--- config.mk ---
export PLATFORM = sky130hd
export DESIGN_NAME = uart_tx_buffered
export DESIGN_NICKNAME = d
export VERILOG_FILES = /design/src/rtl/uart_pkg.sv /design/src/rtl/uart_tx_fifo.sv /design/src/rtl/uart_tx_buffered.sv
export SDC_FILE = /design/constraint.sdc
export NUM_CORES = 1
export LEC_CHECK = 0
export BUFFER_PORTS_ARGS = -buffer_cell sky130_fd_sc_hd__buf_2
export CORE_ASPECT_RATIO = 2
export CORE_UTILIZATION = 50
export CTS_BUF_LIST = sky130_fd_sc_hd__clkbuf_4
export CTS_CLUSTER_DIAMETER = 50
export DETAILED_ROUTE_END_ITERATION = 8
export GPL_ROUTABILITY_DRIVEN = 0
export GPL_TIMING_DRIVEN = 0
export PLACE_DENSITY = 0.64
export SLEW_MARGIN = 20
export SYNTH_ARGS = -nofsm -noshare
export SYNTH_HDL_FRONTEND = slang
export SYNTH_SLANG_ARGS = --single-unit
--- constraint.sdc ---
create_clock -name Clk -period 5.1 [get_ports Clk]
set_clock_uncertainty 0.2 [all_clocks]
set_input_delay 1.02 -clock Clk [delete_from_list [all_inputs] [get_ports Clk]]
set_output_delay 1.02 -clock Clk [all_outputs]
set_load 0.005 [all_outputs]
--- src/rtl/uart_pkg.sv ---
`default_nettype none
// ============================================================================
// Module      : uart_pkg
// Description : Shared UART constants, FSM state encoding and word-length helper.
// Revision    : 1.0 - initial release
// ============================================================================
package uart_pkg;

    localparam logic [1:0] IDLE  = 2'd0;
    localparam logic [1:0] START = 2'd1;
    localparam logic [1:0] DATA  = 2'd2;
    localparam logic [1:0] STOP  = 2'd3;

    localparam int OVERSAMPLE    = 16;
    localparam int NBITS_MIN     = 5;
    localparam int NBITS_MAX     = 8;
    localparam int BAUD_9600_50M = 325;

    // Out-of-range word lengths fall back to a full byte.
    function automatic logic [3:0] effNBits(input logic [3:0] nb);
        return (nb >= 4'(NBITS_MIN) && nb <= 4'(NBITS_MAX)) ? nb : 4'(NBITS_MAX);
    endfunction

endpackage
`default_nettype wire

--- src/rtl/uart_tx_fifo.sv ---
`default_nettype none
// ============================================================================
// Module      : uart_tx_fifo
// Description : Show-ahead synchronous FIFO feeding the UART transmitter.
// Revision    : 1.0 - initial release
// ============================================================================
module uart_tx_fifo #(
    parameter int DEPTH = 8,
    parameter int WIDTH = 8
) (
    input  logic                     clk,
    input  logic                     rst_n,
    input  logic                     wr_en,
    input  logic                     rd_en,
    input  logic [WIDTH-1:0]         din,
    output logic [WIDTH-1:0]         dout,
    output logic                     full,
    output logic                     empty,
    output logic [$clog2(DEPTH):0]   count
);

    localparam int AW = $clog2(DEPTH);

    logic [WIDTH-1:0] r_mem [DEPTH];
    logic [AW-1:0]    r_wrPtr;
    logic [AW-1:0]    r_rdPtr;
    logic [AW:0]      r_count;
    logic             w_wr;
    logic             w_rd;

    assign w_wr  = wr_en && !full;
    assign w_rd  = rd_en && !empty;
    assign full  = (r_count == (AW+1)'(DEPTH));
    assign empty = (r_count == '0);
    assign count = r_count;
    assign dout  = r_mem[r_rdPtr];

    always_ff @(posedge clk) begin
        if (!rst_n) begin
            r_wrPtr <= '0;
            r_rdPtr <= '0;
            r_count <= '0;
        end else begin
            if (w_wr) r_wrPtr <= r_wrPtr + AW'(1);
            if (w_rd) r_rdPtr <= r_rdPtr + AW'(1);
            case ({w_wr, w_rd})
                2'b10:   r_count <= r_count + (AW+1)'(1);
                2'b01:   r_count <= r_count - (AW+1)'(1);
                default: r_count <= r_count;
            endcase
        end
    end

    always_ff @(posedge clk) begin
        if (w_wr) r_mem[r_wrPtr] <= din;
    end

endmodule
`default_nettype wire

--- src/rtl/uart_tx_buffered.sv ---
`default_nettype none
// ============================================================================
// Module      : uart_tx_buffered
// Description : FIFO-buffered 16x-oversampled UART transmitter (start, 5..8 data, stop).
// Revision    : 1.0 - initial release
// ============================================================================
module uart_tx_buffered
    import uart_pkg::*;
#(
    parameter int FIFO_DEPTH = 8
) (
    input  logic                          Clk,
    input  logic                          Rst_n,
    input  logic                          Tick,
    input  logic                          TxEn,
    input  logic [3:0]                    NBits,
    input  logic [7:0]                    InData,
    input  logic                          InValid,
    output logic                          InReady,
    output logic                          Tx,
    output logic                          TxDone,
    output logic                          Busy,
    output logic [$clog2(FIFO_DEPTH):0]   Count
);

    logic [1:0] r_state;
    logic [3:0] r_tc;
    logic [2:0] r_bi;
    logic [3:0] r_nb;
    logic [7:0] r_shift;
    logic       r_tx;
    logic       r_txDone;
    logic       r_busy;

    logic [7:0] w_head;
    logic       w_full;
    logic       w_empty;
    logic       w_pop;
    logic       w_tcLast;
    logic       w_lastBit;

    uart_tx_fifo #(
        .DEPTH (FIFO_DEPTH),
        .WIDTH (8)
    ) u_fifo (
        .clk   (Clk),
        .rst_n (Rst_n),
        .wr_en (InValid),
        .rd_en (w_pop),
        .din   (InData),
        .dout  (w_head),
        .full  (w_full),
        .empty (w_empty),
        .count (Count)
    );

    assign InReady   = !w_full;
    assign w_pop     = (r_state == IDLE) && TxEn && !w_empty;
    assign w_tcLast  = (r_tc == 4'(OVERSAMPLE - 1));
    assign w_lastBit = ({1'b0, r_bi} == (r_nb - 4'd1));

    assign Tx     = r_tx;
    assign TxDone = r_txDone;
    assign Busy   = r_busy;

    // Tx is loaded with the level of the state being entered, so it changes on the transition edge.
    always_ff @(posedge Clk) begin
        if (!Rst_n) begin
            r_state  <= IDLE;
            r_tc     <= '0;
            r_bi     <= '0;
            r_nb     <= 4'd8;
            r_shift  <= '0;
            r_tx     <= 1'b1;
            r_txDone <= 1'b0;
            r_busy   <= 1'b0;
        end else begin
            r_txDone <= 1'b0;
            case (r_state)
                IDLE: begin
                    if (w_pop) begin
                        r_shift <= w_head;
                        r_nb    <= effNBits(NBits);
                        r_tc    <= '0;
                        r_bi    <= '0;
                        r_state <= START;
                        r_tx    <= 1'b0;
                        r_busy  <= 1'b1;
                    end
                end
                START: begin
                    if (Tick) begin
                        r_tc <= r_tc + 4'd1;
                        if (w_tcLast) begin
                            r_state <= DATA;
                            r_tx    <= r_shift[0];
                        end
                    end
                end
                DATA: begin
                    if (Tick) begin
                        r_tc <= r_tc + 4'd1;
                        if (w_tcLast) begin
                            r_shift <= {1'b1, r_shift[7:1]};
                            if (w_lastBit) begin
                                r_state <= STOP;
                                r_tx    <= 1'b1;
                            end else begin
                                r_bi <= r_bi + 3'd1;
                                r_tx <= r_shift[1];
                            end
                        end
                    end
                end
                STOP: begin
                    if (Tick) begin
                        r_tc <= r_tc + 4'd1;
                        if (w_tcLast) begin
                            r_state  <= IDLE;
                            r_txDone <= 1'b1;
                            r_busy   <= 1'b0;
                        end
                    end
                end
                default: r_state <= IDLE;
            endcase
        end
    end

endmodule
`default_nettype wire

* Yosys cells after proc, flatten, opt, wreduce, memory -nomap -nowiden
Memory sizes are Yosys's and may differ from the RTL's. A register that Yosys moved wholly into a read port is not among the register bits. Index checks and enable logic that the tools add are counted.
Operators by class: add/sub/neg operators 7, multiply operators 0, div/mod/pow operators 0, order comparisons 2, equality and inequality tests 18, shift-type cells 0, muxes and demuxes 39, bitwise logic cells 0, reduce and logical (&&, ||, !) cells 22
Operators by type and width (number):
- $mux 8 | 3
- $mux 3 | 6
- $mux 2 | 8
- $ne 2x2->1 const B | 8
- $pmux 4 s2 | 2
- $pmux 8 s2 | 1
- $mux 1 | 12
- $mux 4 | 3
- $add 3x1->3 const B | 3
- $add 4x1->4 const B | 2
- $eq 4x4->1 const B | 2
- $pmux 2 s4 | 1
- $reduce_and 4->1 | 2
- $reduce_and 8->1 | 1
- $sub 4x1->4 const B | 2
- $eq 2x2->1 const B | 3
- $pmux 3 s2 | 1
- $reduce_and 6->1 | 1
- $reduce_bool 2->1 | 3
- $logic_and 1x1->1 | 5
- $reduce_and 5->1 | 1
- $eq 2x1->1 const B | 2
- $eq 3x4->1 | 1
- $ge 4x3->1 const B | 1
- other kinds (11) | 14
Storage, ports and cells: bits in registers 34, bits in latches 0, bits in writable memories 64, memory bits (read-only) 0, output and inout bits 8, word-level logic and storage cells 100, memories 1
Memories:
- u_fifo.r_mem | depth 8, bits a word 8, rd ports 1, clocked after memory_dff 1, wr ports 1, line uart_tx_fifo.sv:24 | logic [WIDTH-1:0] r_mem [DEPTH];

* Depth between registers and ports, before layout
depth after elaboration 6, depth in mapped cells 13

* Hierarchy
A second synthesis with hierarchy kept.
Second synthesis, totals: cells, all modules 323, area total of the unflattened synthesis 4461.8 um2
By module, submodules not included:
- uart_tx_fifo | instances 1, cells each 167, area each 3101.7 um2
- uart_tx_buffered | instances 1, cells each 156, area each 1360.1 um2

* Least setup slack after synthesis
Ideal clock, no wire load.
path kind input-to-reg, start point in TxEn, end point reg u_fifo.r_count[2], in the netlist u_fifo.count[2], setup time 0.072 ns, arrival 2.757 ns, data required time 4.828 ns, path slack 2.072 ns, stages on the path 11, cells stage by stage o41ai_4 -> or2_2 -> buf_2 -> inv_2 -> ha_1 -> xor2_1 -> ha_1 -> a21oi_1 -> xor2_1 -> or3_1 -> a21oi_1
On the way: cells in the longest elaborated chain, start to end 5, elaborated cells between the ends (all ways) 7, classes of those cells eq/ne (2); mux (1); reduce/logical (4)
Ends and longest elaborated chain:
- start: declaration | line uart_tx_buffered.sv:15 | input logic TxEn,
- $logic_and 1x1->1 * (2 in a row) | line uart_tx_buffered.sv:58 | assign w_pop = (r_state == IDLE) && TxEn && !w_empty;
- $logic_and 1x1->1 * | line uart_tx_fifo.sv:32 | assign w_rd = rd_en && !empty;
- via u_fifo.w_rd | line uart_tx_fifo.sv:29 | logic w_rd;
- $eq 2x1->1 or $eq 2x2->1 (tied branches) | line uart_tx_fifo.sv:46 | case ({w_wr, w_rd})
- $pmux 4 s2 or $reduce_bool 2->1 (tied branches)
- end signal: assignment | line uart_tx_fifo.sv:47 | 2'b10: r_count <= r_count + (AW+1)'(1);
- end signal: assignment | line uart_tx_fifo.sv:48 | 2'b01: r_count <= r_count - (AW+1)'(1);
- end signal: assignment | line uart_tx_fifo.sv:49 | default: r_count <= r_count;
- end: declaration | line uart_tx_fifo.sv:27 | logic [AW:0] r_count;
Mark *: on every way through the listed nets, which the timed path passes. The rest lies on a longest branch. A chain may end at the register's enable or synchronous reset.

* Final worst setup path
start point reg u_fifo.r_count[1], in the netlist u_fifo.count[1], end point reg u_fifo.r_count[2], in the netlist u_fifo.count[2]
On the way: cells in the longest elaborated chain, start to end 6, elaborated cells between the ends (all ways) 13, classes of those cells add/sub (2); eq/ne (3); mux (1); reduce/logical (7)
Ends and longest elaborated chain:
- $logic_not 4->1 * | line uart_tx_fifo.sv:34 | assign empty = (r_count == '0);
- $logic_not 1->1 * | line uart_tx_fifo.sv:32, uart_tx_buffered.sv:58
- $logic_and 1x1->1 | line uart_tx_buffered.sv:58
- $logic_and 1x1->1 * | line uart_tx_fifo.sv:32
- via u_fifo.w_rd | line uart_tx_fifo.sv:29
- $eq 2x1->1 or $eq 2x2->1 (tied branches) | line uart_tx_fifo.sv:46
- $pmux 4 s2 or $reduce_bool 2->1 (tied branches)
Marked as above.

==> metrics.txt <==
fraction of layout cells with a size suffix above 1=0.1957; Core Util, Final=0.5549; core area=8588 um^2; Post-Place Cells=457; worst r2r dst=u_fifo.count[2]; Layout fillers=748; Worst Hold Class=reg2reg; Tot Pwr=2160 uW; ANT nets after route=0; CP Buf/Inv Count=3; Req. time, crit path=5290 ps; Resized Gates After CTS=0; Syn Area/Cell=13.16 um^2; Max IR drop VDD=0.0002278 V; clk buf depth=2; Worst-path clk slew=160 ps; Non-Filler Instances=474; CP startpoint kind=flop; clock sink count=101; Post-synth EDFFs=64; crit path DAT=3200 ps; post-detailed-route wirelength per cell=17.55 um; net count after synthesis=363; pin count of the biggest net entering global routing=19; cell breakdown of the critical path=buf_6, o41ai_4, or2_2, buf_2, inv_2, ha_1, xor2_1, ha_1, a21oi_1, xor2_1, or3_1, a21oi_1; drt drc=0; worst slew pin tran=967.2 ps; FF-to-FF path depth=12; sequential share of the synthesized area=0.6075; vias in the first global route=2,650; Tot GR Track Use=0.2054; Hold Buf Count CTS=0; Post-Syn Area=4383 um^2; Achievable Freq=0.3321 GHz; chip width=68.21 um; Worst path slowest cell=o41ai_4; Power per Cell Area=453.2 nW/um^2; area grow syn2layout=8.735%; initial core utilization=0.5103; Worst R2R Start=u_fifo.count[1]; commonest non-fill, non-tap cell in the layout=edfxtp_1; Worst setup EP type=flop; DP Wirelength=5997 um; Critical Path Source=u_fifo.count[1]; reg2reg setup slack=2090 ps; Post-CTS Setup Inserts=0; final setup vio count=0; vias per std cell=5.494; Worst Path Max Fanout=9; CP delay by family, top=compound AO/OA/AOI/OAI gates; layout net count=398; Final Cell Area=4766 um^2; end of the critical path=u_fifo.count[2]; Slew Viols, Final=0; DRT iter0 DRCs=126; Post-Place Cell Area=4638 um^2; run status=finished clean; worst-skew pair later-pin latency=440 ps; Levels on crit path=12; I/O Buffers=24; Final period util=0.5905; Root Driver=clkbuf_4; Ports=25; Worst Hold Launch=r_tc[3]; Yosys reg bits=101; initial antenna violation count=1; leakage=0.001674 uW; ys async rst share=0; DR pass1 iterations=4; Overflow after GRT=0; CP peak stage delay=470 ps; # rows=48; Yosys cell types=52; crit path time final=3011 ps; Hold Vio Cnt, Final=0; prevailing post-synth register cell=edfxtp_1; height of the chip=134.4 um; Post-Syn Instances=333; RSZ-0062 raised after global routing=no; Routed Wire Length=8319 um; synth warn=0; CTS tree=done; Die ar.=9167 um^2; first-pass GRT wire length=13,180 um; setup TNS=0 ps; CTS buffer count=9; Max Cap Violations=0; Crit Path Category=reg2reg; H-tree depth=3; Worst slew margin=0.3528; Via Count=2,604; most frequent cells in the layout=64 x edfxtp_1, 37 x dfxtp_1, 32 x nor2_1, 27 x buf_2, 27 x nand2_1; Min-Delay Path Depth=2
==> how the worst min path moves through the flow <==
stage                          to
after CTS                 r_tc[3]
final                     r_tc[3]
after floorplan              flop
after detailed placement     Busy
after global placement       Busy
after global routing         flop
==> worst register-to-register path, delay by kind of cell (launching register included) <==
kind	cells	cell delay (ps)
compound gates	3	750
xor+xnor	2	270
fa+ha+maj	2	480
buf+inv	3	440
flops	1	350
simple gates	2	480
==> synthesized netlist by cell type (all sizes together), types with 2 or more instances <==
cell type,instances,area (um^2)
dfxtp,37,740.7
edfxtp,64,1922
buf,9,78.81
xnor2,4,35.03
clkbuf,6,22.52
a31o,2,17.52
a21boi,2,15.01
o21a,2,15.01
nand3,7,35.03
ha,13,162.7
nand2,27,101.4
xor2,6,52.55
mux2,2,22.52
and3b,2,17.52
o211ai,3,22.52
nor3,6,30.03
o21ai,20,100.1
nand2b,2,12.51
inv,7,26.27
nor2,33,131.4
or2,2,12.51
nor2b,5,31.28
mux2i,19,190.2
and2,3,21.27
a21oi,16,80.08
mux4,14,315.3
nand4,2,12.51
==> routing by layer <==
metal	vias to the layer above	share of wire	wire, um	track usage
met1	1255	0.39	3228	0.2139
met4	0	0.014	116	0.09375
met2	43	0.57	4782	0.3758
met3	6	0.023	192	0.03656
li1	1300	-	-	-
met5	-	0	0	0
==> layout make-up <==
class                           count  area, um^2  area share
Antenna cell                        1       2.502   0.0005251
Buffer                             15       101.3     0.02127
Clock buffer                        9       67.56     0.01418
Clock inverter                      7       57.56     0.01208
Inverter                            8       30.03    0.006301
Multi-Input combinational cell    209        1599      0.3355
Sequential cell                   101        2663      0.5587
Tap cell                          100       125.1     0.02625
Timing Repair Buffer               24       120.1     0.02520
==> cell families (layout without fill, tap and decap cells) <==
group,Yosys count,count (layout),share of synthesized area
and+or+nand+nor,95,95,0.1022
DFF,101,101,0.6075
xor gates and xnor gates,10,10,0.01998
buffers and inverters,23,63,0.02997
AOI/OAI and AO/OA,56,56,0.08279
other,0,1,0
adders and majority gates,13,13,0.03711
muxes,35,35,0.1205
==> stage by stage <==
step                hold WS (ps)  worst slack (ps)
global placement           260.1              1750
CTS                        308.4              2068
floorplan                  254.1              2072
global route               328.4              1898
detailed placement         281.0              1705
finish                     300.0              2089
==> sequential cells by signal (all words and copies together) (netlist names), 2 cells and up, named ones only <==
signal and count:
u_fifo.r_mem 64, r_shift 8, r_nb 4, r_tc 4, u_fifo.count 4, r_bi 3
u_fifo.r_rdPtr 3, u_fifo.r_wrPtr 3, r_state 2
==> power breakdown <==
part | internal [uW] | total, uW | switching [uW]
Combinational | 360 | 751 | 391
Sequential | 961 | 1030 | 64.0
Clock | 108 | 384 | 276
Total | 1430 | 2160 | 731
Note: power is estimated with default switching activity, not from simulation.
